==> config.mk <==
export PLATFORM = sky130hd
export DESIGN_NAME = leap_frame_parser_flat
export DESIGN_NICKNAME = d
export VERILOG_FILES = /design/src/rtl/leap_frame_parser_pkg.sv /design/src/rtl/leap_frame_parser_if.sv /design/src/rtl/leap_frame_parser_idle_timer.sv /design/src/rtl/leap_frame_parser.sv /design/src/flat_wrapper.sv
export SDC_FILE = /design/constraint.sdc
export NUM_CORES = 1
export LEC_CHECK = 0
export ABC_AREA = 1
export BUFFER_PORTS_ARGS = -buffer_cell sky130_fd_sc_hd__buf_2
export CAP_MARGIN = 25
export CORE_MARGIN = 3
export CORE_UTILIZATION = 61
export DETAILED_ROUTE_END_ITERATION = 6
export MAX_ROUTING_LAYER = met4
export PLACE_DENSITY = 0.85
export SETUP_SLACK_MARGIN = 0.05
export SYNTH_ARGS = -nofsm -noshare
export SYNTH_HDL_FRONTEND = slang
export SYNTH_SLANG_ARGS = --single-unit
==> constraint.sdc <==
create_clock -name i_clk -period 3.9 [get_ports i_clk]
set_input_delay 0.78 -clock i_clk [delete_from_list [all_inputs] [get_ports i_clk]]
set_output_delay 0.78 -clock i_clk [all_outputs]
set_load 0.02 [all_outputs]
==> src/rtl/leap_frame_parser_pkg.sv <==
// ----------------------------------------------------------------------------
// leap_frame_parser_pkg
// Shared constants for the Leap frame parser: sync bytes, parser state
// encoding, palm field byte offsets inside the payload, and a little-endian
// 16-bit assembly helper.
// ----------------------------------------------------------------------------
package leap_frame_parser_pkg;

    localparam logic [7:0] LEAP_SYNC0 = 8'hA5;
    localparam logic [7:0] LEAP_SYNC1 = 8'h5A;

    typedef logic [1:0] parser_state_t;

    localparam parser_state_t HUNT0   = 2'd0;
    localparam parser_state_t HUNT1   = 2'd1;
    localparam parser_state_t PAYLOAD = 2'd2;
    localparam parser_state_t CKSUM   = 2'd3;

    // Byte offset of the low byte of each palm coordinate within the payload.
    localparam int unsigned PALM_X_OFS = 0;
    localparam int unsigned PALM_Y_OFS = 2;
    localparam int unsigned PALM_Z_OFS = 4;

    function automatic logic [15:0] le16(input logic [7:0] lo, input logic [7:0] hi);
        return {hi, lo};
    endfunction

endpackage

==> src/rtl/leap_frame_parser_if.sv <==
// ----------------------------------------------------------------------------
// leap_frame_parser_if
// Byte stream in / decoded frame out bundle for the Leap frame parser.
//   rx_byte, rx_valid      : received byte and its 1-cycle strobe
//   frame_data             : last good payload, byte k at [8k+7:8k]
//   palm_x/palm_y/palm_z   : signed little-endian palm coordinates
//   frame_valid            : 1-cycle pulse when frame_data/palm_* update
// master: byte source / frame consumer. slave: the parser.
// ----------------------------------------------------------------------------
interface leap_frame_parser_if #(
    parameter int unsigned PAYLOAD_BYTES = 16
);
    logic [7:0]                 rx_byte;
    logic                       rx_valid;
    logic [PAYLOAD_BYTES*8-1:0] frame_data;
    logic signed [15:0]         palm_x;
    logic signed [15:0]         palm_y;
    logic signed [15:0]         palm_z;
    logic                       frame_valid;

    modport master (
        output rx_byte, rx_valid,
        input  frame_data, palm_x, palm_y, palm_z, frame_valid
    );

    modport slave (
        input  rx_byte, rx_valid,
        output frame_data, palm_x, palm_y, palm_z, frame_valid
    );
endinterface

==> src/rtl/leap_frame_parser_idle_timer.sv <==
// ----------------------------------------------------------------------------
// leap_frame_parser_idle_timer
// Idle counter for the inter-byte timeout.
//   i_clk, i_rst_n : clock, asynchronous active-low reset
//   i_clear        : forces the count to zero (byte seen, or parser idle)
//   i_enable       : counts one idle cycle
//   o_expired      : high in the idle cycle where the count sits at TIMEOUT_CYCLES-1
// ----------------------------------------------------------------------------
module leap_frame_parser_idle_timer #(
    parameter int unsigned TIMEOUT_CYCLES = 40000
) (
    input  logic i_clk,
    input  logic i_rst_n,
    input  logic i_clear,
    input  logic i_enable,
    output logic o_expired
);
    localparam int unsigned TW = (TIMEOUT_CYCLES > 2) ? $clog2(TIMEOUT_CYCLES) : 1;
    localparam logic [TW-1:0] LAST = TW'(TIMEOUT_CYCLES - 1);

    logic [TW-1:0] r_cnt;

    assign o_expired = i_enable & (r_cnt == LAST);

    always_ff @(posedge i_clk or negedge i_rst_n) begin
        if (!i_rst_n) begin
            r_cnt <= '0;
        end else if (i_clear || o_expired) begin
            r_cnt <= '0;
        end else if (i_enable) begin
            r_cnt <= r_cnt + 1'b1;
        end
    end
endmodule

==> src/rtl/leap_frame_parser.sv <==
// ----------------------------------------------------------------------------
// leap_frame_parser
// Finds frames (A5 5A, PAYLOAD_BYTES payload bytes, 8-bit additive checksum)
// in the received byte stream and publishes good payloads with decoded palm XYZ.
//   i_clk, i_rst_n    : clock, asynchronous active-low reset
//   bus (slave)       : rx_byte/rx_valid in; frame_data, palm_*, frame_valid out
//   o_in_frame        : high while the parser is not hunting for the first sync byte
//   o_cksum_err_cnt   : saturating checksum failure count
//   o_timeout_cnt     : saturating inter-byte timeout count
// ----------------------------------------------------------------------------
module leap_frame_parser
    import leap_frame_parser_pkg::*;
#(
    parameter int unsigned PAYLOAD_BYTES  = 16,
    parameter int unsigned TIMEOUT_CYCLES = 40000,
    parameter int unsigned CNT_W          = 8
) (
    input  logic               i_clk,
    input  logic               i_rst_n,
    leap_frame_parser_if.slave bus,
    output logic               o_in_frame,
    output logic [CNT_W-1:0]   o_cksum_err_cnt,
    output logic [CNT_W-1:0]   o_timeout_cnt
);
    localparam int unsigned IDX_W   = $clog2(PAYLOAD_BYTES);
    localparam int unsigned FRAME_W = PAYLOAD_BYTES * 8;
    localparam logic [IDX_W-1:0] LAST_IDX = IDX_W'(PAYLOAD_BYTES - 1);
    localparam logic [CNT_W-1:0] CNT_MAX  = '1;

    parser_state_t      r_state, w_state_nxt;
    logic [IDX_W-1:0]   r_idx, w_idx_nxt;
    logic [7:0]         r_sum, w_sum_nxt;
    logic [FRAME_W-1:0] r_shadow, w_shadow_nxt;
    logic [FRAME_W-1:0] r_frame;
    logic signed [15:0] r_palm_x, r_palm_y, r_palm_z;
    logic               r_frame_valid;
    logic [CNT_W-1:0]   r_cksum_err, r_timeout;
    logic               w_good, w_bad, w_timeout, w_tmr_clear;

    // The timer only runs while a frame is in progress and no byte arrives,
    // so a byte on the expiry cycle suppresses the timeout.
    assign w_tmr_clear = bus.rx_valid | (r_state == HUNT0);

    leap_frame_parser_idle_timer #(
        .TIMEOUT_CYCLES (TIMEOUT_CYCLES)
    ) u_idle_timer (
        .i_clk     (i_clk),
        .i_rst_n   (i_rst_n),
        .i_clear   (w_tmr_clear),
        .i_enable  (~w_tmr_clear),
        .o_expired (w_timeout)
    );

    always_comb begin
        w_state_nxt  = r_state;
        w_idx_nxt    = r_idx;
        w_sum_nxt    = r_sum;
        w_shadow_nxt = r_shadow;
        w_good       = 1'b0;
        w_bad        = 1'b0;
        if (bus.rx_valid) begin
            case (r_state)
                HUNT0: begin
                    if (bus.rx_byte == LEAP_SYNC0) w_state_nxt = HUNT1;
                end
                HUNT1: begin
                    if (bus.rx_byte == LEAP_SYNC1) begin
                        w_state_nxt = PAYLOAD;
                        w_idx_nxt   = '0;
                        w_sum_nxt   = '0;
                    end else if (bus.rx_byte != LEAP_SYNC0) begin
                        // A repeated A5 may still be the real first sync byte.
                        w_state_nxt = HUNT0;
                    end
                end
                PAYLOAD: begin
                    w_shadow_nxt[{r_idx, 3'b000} +: 8] = bus.rx_byte;
                    w_sum_nxt = r_sum + bus.rx_byte;
                    w_idx_nxt = r_idx + 1'b1;
                    if (r_idx == LAST_IDX) w_state_nxt = CKSUM;
                end
                CKSUM: begin
                    w_good      = (bus.rx_byte == r_sum);
                    w_bad       = ~w_good;
                    w_state_nxt = HUNT0;
                end
                default: w_state_nxt = HUNT0;
            endcase
        end else if (w_timeout) begin
            w_state_nxt = HUNT0;
        end
    end

    always_ff @(posedge i_clk or negedge i_rst_n) begin
        if (!i_rst_n) begin
            r_state       <= HUNT0;
            r_idx         <= '0;
            r_sum         <= '0;
            r_shadow      <= '0;
            r_frame       <= '0;
            r_palm_x      <= '0;
            r_palm_y      <= '0;
            r_palm_z      <= '0;
            r_frame_valid <= 1'b0;
            r_cksum_err   <= '0;
            r_timeout     <= '0;
        end else begin
            r_state       <= w_state_nxt;
            r_idx         <= w_idx_nxt;
            r_sum         <= w_sum_nxt;
            r_shadow      <= w_shadow_nxt;
            r_frame_valid <= w_good;
            if (w_good) begin
                r_frame  <= r_shadow;
                r_palm_x <= le16(r_shadow[8*PALM_X_OFS +: 8], r_shadow[8*(PALM_X_OFS+1) +: 8]);
                r_palm_y <= le16(r_shadow[8*PALM_Y_OFS +: 8], r_shadow[8*(PALM_Y_OFS+1) +: 8]);
                r_palm_z <= le16(r_shadow[8*PALM_Z_OFS +: 8], r_shadow[8*(PALM_Z_OFS+1) +: 8]);
            end
            if (w_bad && (r_cksum_err != CNT_MAX)) r_cksum_err <= r_cksum_err + 1'b1;
            if (w_timeout && (r_timeout != CNT_MAX)) r_timeout <= r_timeout + 1'b1;
        end
    end

    assign bus.frame_data   = r_frame;
    assign bus.palm_x       = r_palm_x;
    assign bus.palm_y       = r_palm_y;
    assign bus.palm_z       = r_palm_z;
    assign bus.frame_valid  = r_frame_valid;
    assign o_in_frame       = (r_state != HUNT0);
    assign o_cksum_err_cnt  = r_cksum_err;
    assign o_timeout_cnt    = r_timeout;
endmodule
==> src/flat_wrapper.sv <==
// flat-port wrapper written by rule: the top's interface ports become plain ports
module leap_frame_parser_flat import leap_frame_parser_pkg::*;
#(
    parameter int unsigned PAYLOAD_BYTES  = 16,
    parameter int unsigned TIMEOUT_CYCLES = 40000,
    parameter int unsigned CNT_W          = 8
)
  (i_clk, i_rst_n, o_in_frame, o_cksum_err_cnt, o_timeout_cnt, bus_rx_byte, bus_rx_valid, bus_frame_data, bus_palm_x, bus_palm_y, bus_palm_z, bus_frame_valid);
  leap_frame_parser_if #(.PAYLOAD_BYTES(PAYLOAD_BYTES)) bus_i ();
  input  logic i_clk;
  input  logic i_rst_n;
  output logic o_in_frame;
  output logic [CNT_W-1:0] o_cksum_err_cnt;
  output logic [CNT_W-1:0] o_timeout_cnt;
  input wire logic [$bits(bus_i.rx_byte)-1:0] bus_rx_byte;
  input wire logic [$bits(bus_i.rx_valid)-1:0] bus_rx_valid;
  output wire logic [$bits(bus_i.frame_data)-1:0] bus_frame_data;
  output wire logic [$bits(bus_i.palm_x)-1:0] bus_palm_x;
  output wire logic [$bits(bus_i.palm_y)-1:0] bus_palm_y;
  output wire logic [$bits(bus_i.palm_z)-1:0] bus_palm_z;
  output wire logic [$bits(bus_i.frame_valid)-1:0] bus_frame_valid;
  assign bus_i.rx_byte = bus_rx_byte;
  assign bus_i.rx_valid = bus_rx_valid;
  assign bus_frame_data = bus_i.frame_data;
  assign bus_palm_x = bus_i.palm_x;
  assign bus_palm_y = bus_i.palm_y;
  assign bus_palm_z = bus_i.palm_z;
  assign bus_frame_valid = bus_i.frame_valid;
  leap_frame_parser #(.PAYLOAD_BYTES(PAYLOAD_BYTES), .TIMEOUT_CYCLES(TIMEOUT_CYCLES), .CNT_W(CNT_W)) u_core (.i_clk(i_clk), .i_rst_n(i_rst_n), .bus(bus_i), .o_in_frame(o_in_frame), .o_cksum_err_cnt(o_cksum_err_cnt), .o_timeout_cnt(o_timeout_cnt));
endmodule
# Yosys cells after proc, flatten, opt, wreduce, memory -nomap -nowiden
# Index checks and enable logic that the tools add are counted.
[classes] n_mul=0 order_cmp=0 mux=18 n_reduce_logical=10 bitwise=4 div=0 addsub=6 n_eq_ne=16 shift=2
[ops] operator="$bwmux 128" count=1
[ops] operator="$shift 8x9->128 const A" count=1
[ops] operator="$shiftx 8x9->128" count=1
[ops] operator="$mux 16" count=2
[ops] operator="$ne 8x8->1 const B" count=3
[ops] operator="$add 16x1->16 const B" count=1
[ops] operator="$add 8x1->8 const B" count=2
[ops] operator="$eq 16x16->1 const B" count=1
[ops] operator="$pmux 8 s2" count=1
[ops] operator="$mux 2" count=6
[ops] operator="$neg 7->9" count=1
[ops] operator="$add 8x8->8" count=1
[ops] operator="$eq 8x7->1 const B" count=1
[ops] operator="$eq 8x8->1" count=1
[ops] operator="$eq 8x8->1 const B" count=1
[ops] operator="$mux 8" count=1
[ops] operator="$pmux 2 s4" count=1
[ops] operator="$pmux 4 s2" count=1
[ops] operator="$reduce_bool 2->1" count=3
[ops] operator="$add 4x1->4 const B" count=1
[ops] operator="$eq 2x2->1 const B" count=2
[ops] operator="$eq 4x4->1 const B" count=1
[ops] operator="$mux 1" count=4
[ops] operator="$mux 4" count=1
[ops] operator="other kinds (14)" count=17
[word_totals] mem_bits_ro=0 latchBits=0 reg_bits=351 wordCells=68 memories=0 out_inout_bits=194 ramBits=0 in_bits=11

# Longest topological paths before layout
[depth] ltp_word=6 ltp_mapped=13

# Cells and area by module
# Synthesis repeated with hierarchy kept, for this count alone.
[unflattened] cells_unflattened=1541 hier_area_um2=13218.9
[modules_own_cells] module="leap_frame_parser" seq_area_each_um2=7181.9 area_per_inst_um2=12191.7 instances=1 cells_per_inst=1393
[modules_own_cells] module="leap_frame_parser_idle_timer" seq_area_each_um2=400.4 area_per_inst_um2=1027.2 instances=1 cells_per_inst=148

# Worst setup path before layout
# Ideal clock, no wire load.
[synth_timing] kind="input to register" from="in bus_rx_byte[3]" to="reg u_core.r_frame[15], in the netlist u_core.bus.frame_data[15]" path_stages=12 setup_ns=0.116 n_path_buf=4 t_arrival_ns=2.324 required_ns=3.784 setup_slack_ns=1.459 path_cell_list="ha_1 buf_6 nor2_2 nand2_1 nor2_4 nand2_4 or2_1 buf_6 buf_4 buf_2 nand2_1 nand2_1"
[synth_between] elab_chain_cells=3
[synth_rtl] item="from (decl)" line_no="flat_wrapper.sv:15" source="input wire logic [$bits(bus_i.rx_byte)-1:0] bus_rx_byte;"
[synth_rtl] item="$eq 8x8->1" line_no="leap_frame_parser.sv:83" source="w_good = (bus.rx_byte == r_sum);"
[synth_rtl] item="$mux 1" line_no="leap_frame_parser.sv:62" source="case (r_state)"
[synth_rtl] item="$mux 1" line_no="leap_frame_parser.sv:61" source="if (bus.rx_valid) begin"
[synth_rtl] item="to (signal assigned)" line_no="leap_frame_parser.sv:114" source="r_frame <= r_shadow;"
[synth_rtl] item="to (decl)" line_no="leap_frame_parser.sv:34" source="logic [FRAME_W-1:0] r_frame;"
# No other way between the ends.
# A chain may end at the register's enable or synchronous reset.

# Final worst setup path
[layout_timing] from="in bus_rx_byte[3]" to="reg u_core.r_frame[74], in the netlist u_core.bus.frame_data[74]"
# The elaborated chain is that of the path after synthesis.

==> flow_summary.yaml <==
sta:
  relSlewSlack_pct: 37.8
  fin_skew_ps: 20.1
  rsz0062_at_grt: "no"
  max_freq_ghz: 0.406
  finalHoldViolCount: 0
  setup-violations-final: 0
  fin_tns_setup_ps: 0
  slew_violations: 0
  period_share_pct: 63.2
  post-route-min-period_ps: 2470
  tightestPinTransition_ps: 932
pwr:
  switchingPower_uw: 1660
  power_density_mw_per_mm2: 459
  max-vdd-ir-drop_mv: 0.382
  total_power_uw: 6720
  switching_share_pct: 24.7
  p_clk_share_pct: 42.9
  power_leakage_uw: 0.00810
  pwr-share-comb_pct: 8.9
  internal_power_uw: 5070
  seq_power_share_pct: 48.2
setup_path:
  crit_path_max_incr_delay_ps: 430
  crit_required_ps: 4390
  worstSetupPathType: "in2reg"
  crit_arrival_ps: 2960
  cpLargestDelayFamily: "simple AND/OR/NAND/NOR gates"
  cp_num_buf_inv: 3
  cp_slowest_cell: "ha_1"
  cp_common_cell: "nand2_1"
  cp-end-kind: "flop"
  critPathMaxFanout: 37
  worstPathCellList: "buf_2 -> ha_1 -> nor2_2 -> nand2_1 -> nor2_4 -> nand2_4 -> or2_4 -> clkinv_2 -> buf_12 -> nand2_1 -> nand2_1"
  start_kind: "input port"
detailed_routing:
  drt_wl_total_mm: 30.0
  drt_iter0_drc: 826
  first_pass_iters: 5
  viasPerCell: 5.38
  routedWlPerCell_um: 16.0
  vias: 10100
  drt_drc_violations_left: 0
  ant_nets: 0
logic_synthesis:
  syn-cell-area_mm2: 0.0128
  netlist_instances: 1435
  synth_edf_count: 0
  synth_cell_type_count: 36
  synthArstFlopShare_pct: 100
  synth_top_cell_area_share_pct: 59.1
  synth_area_leaders: "dfrtp_1 59%, nand2_1 17%, o21ai_0 6.2%"
  avgSynthCellArea_um2: 8.94
  synth_top_cell_by_area: "dfrtp_1"
  synth-main-ff-cell: "dfrtp_1"
  yosys_warnings: 0
  seq_area_frac_synth_pct: 59.1
  syn_nets: 1461
  ys_ff_latch: 303
run:
  max_cap_violations: 0
global_routing:
  busiest_layer: "met2"
  grt_max_degree: 153
  grt_overflow: 0
  grt_pass1_vias: 9565
  track_usage_pct: 26.8
  use_met3_pct: 3.50
  antenna_found_initial: 0
  gr-usage-met2_pct: 43.1
  grt_util_met1_pct: 36.4
  grt_pass1_wl_mm: 48.0
clock_network:
  clkLatencyLatePin_ps: 560
  cts_resized: 0
  cts_tree: "yes"
  h-tree-depth: 1
  path_clk_slew_ps: 60
  cts_hold_buf: 0
  post_cts_buffers: 0
  cts_made_buffers: 29
  clk_path_buf_depth: 3
  cts.sinks: 303
  clockRootBuffer: "clkbuf_16"
place:
  place_congestion: 0.874
  numPortBuffers: 204
  dp_hpwl_mm: 19.6
floorplan:
  rows: 52
  initial_core_util_pct: 62.8
  die_x_um: 151
  core-area_mm2: 0.0204
  fp.dieH_um: 151
  ioPinCount: 205
  fp.dieArea_mm2: 0.0228
status:
  outcome: "complete, no violations"
layout:
  n_antenna_cell: 0
  drive_gt1_share_pct: 17.2
  syn2layout_area_growth_pct: 14.1
  layout.nets: 1603
min_path:
  hold_path_class: "in2async"
## registers in the layout, summed over array words and instances (netlist names), 4 cells and up
register,cells
u_core.r_shadow,128
u_core.bus.frame_data,83
u_core.r_sum,8
u_core.bus.palm_y,15
u_core.o_timeout_cnt,8
u_core.bus.palm_x,15
u_core.r_idx,4
u_core.o_cksum_err_cnt,8
u_core.bus.palm_z,15
u_core.u_idle_timer.r_cnt,16
## cell usage in the layout (no fill, tap or decap), drive strengths merged
cell type	synthesis	final
nand3b	3	3
o22ai	1	1
xor2	20	20
clkinv	3	9
clkbuf	23	41
fa	1	1
buf	79	213
or2	2	2
nor4	1	1
a21oi	11	11
nand2	575	575
mux2i	1	1
nor3	13	13
o21ai	161	161
nor2	61	61
o21a	1	1
nand3	71	71
inv	77	78
nand4	6	6
nor3b	1	1
dfrtp	303	303
bufinv	0	4
a31oi	1	1
xnor2	6	6
ha	14	14
## power groups by stage
stage,clock network [µW],registers [µW],logic (µW)
2_1_floorplan,0,3290,379
3_3_place_gp,0,3290,567
3_5_place_dp,0,3300,583
4_1_cts,2920,3240,592
5_1_grt,3060,3250,665
6_report,2880,3240,598
## worst register-to-register path, stage by stage (launching register included)
cell and delay (ps):
dfrtp_1 400, inv_1 140, ha_1 260, xnor2_2 350, inv_1 190, nor2_4 290, inv_1 70, nor2_1 430
o21ai_0 160
## cell usage after synthesis, types with 8 or more instances
cell type and n:
nand3_1 71, ha_1 14, buf_6 8, clkbuf_1 22, nor3_1 13, nand2_1 572
o21ai_0 158, dfrtp_1 303, buf_2 15, buf_4 56, nor2_1 54, xor2_1 20
inv_1 74, a21oi_1 11
## path summary, 6_finish.rpt
kind,from,endpoint,slack (ps),depth (start not counted)
worst max-delay path,bus_rx_byte[3],u_core.bus.frame_data[74],1430,11
worst min-delay path,i_rst_n,u_core.bus.frame_data[78],310,1
worst max register to register,u_core.r_idx[1],u_core.r_shadow[81],1480,8
worst min register to register,u_core.u_idle_timer.r_cnt[0],u_core.u_idle_timer.r_cnt[0],460,1
max in group asynchronous,i_rst_n,u_core.u_idle_timer.r_cnt[11],2570,2
min in group i_clk,u_core.u_idle_timer.r_cnt[0],u_core.u_idle_timer.r_cnt[0],460,1
## through the flow
| step | setup WS (ps) | instance area (µm²) | utilization, % | std cells | hold WS [ps] |
|---|---|---|---|---|---|
| finish | 1430 | 14600 | 71.6 | 1868 | 310 |
| global route | 1260 | 14600 | 71.6 | 1868 | 379 |
| CTS | 1490 | 14600 | 71.6 | 1868 | 350 |
| detailed placement | 947 | 13700 | 66.8 | 1816 | 456 |
| global placement | 998 | 13700 | 66.8 | 1816 | 447 |
| floorplan | 1460 | 12800 | - | 1435 | 433 |
## metal layers
layer | up-vias | part of all wire, %
met4 | 0 | 2.5
met5 | - | 0
met1 | 4817 | 42
met3 | 63 | 6.5
li1 | 4785 | -
met2 | 394 | 49
## cell type report
class                      count  area, µm²
clock buffer                  41        811
clock inverter                11        170
fill                        1528       5800
inverter                      80        302
multi-input combinational    950       4270
sequential                   303       7580
tap                          270        338
timing repair buffer         213       1160
## kinds of logic after synthesis
| kind of cell | Yosys count | share of synthesized area (%) |
|---|---|---|
| buffers and inverters | 182 | 7.60 |
| AO/OA/AOI/OAI | 175 | 6.87 |
| multiplexers | 1 | 0.0781 |
| XOR/XNOR | 26 | 1.89 |
| flip-flops | 303 | 59.1 |
| AND/OR/NAND/NOR | 733 | 22.9 |
| adder cells (fa/ha/maj) | 15 | 1.52 |
Note: power is estimated with default switching activity, not from simulation.
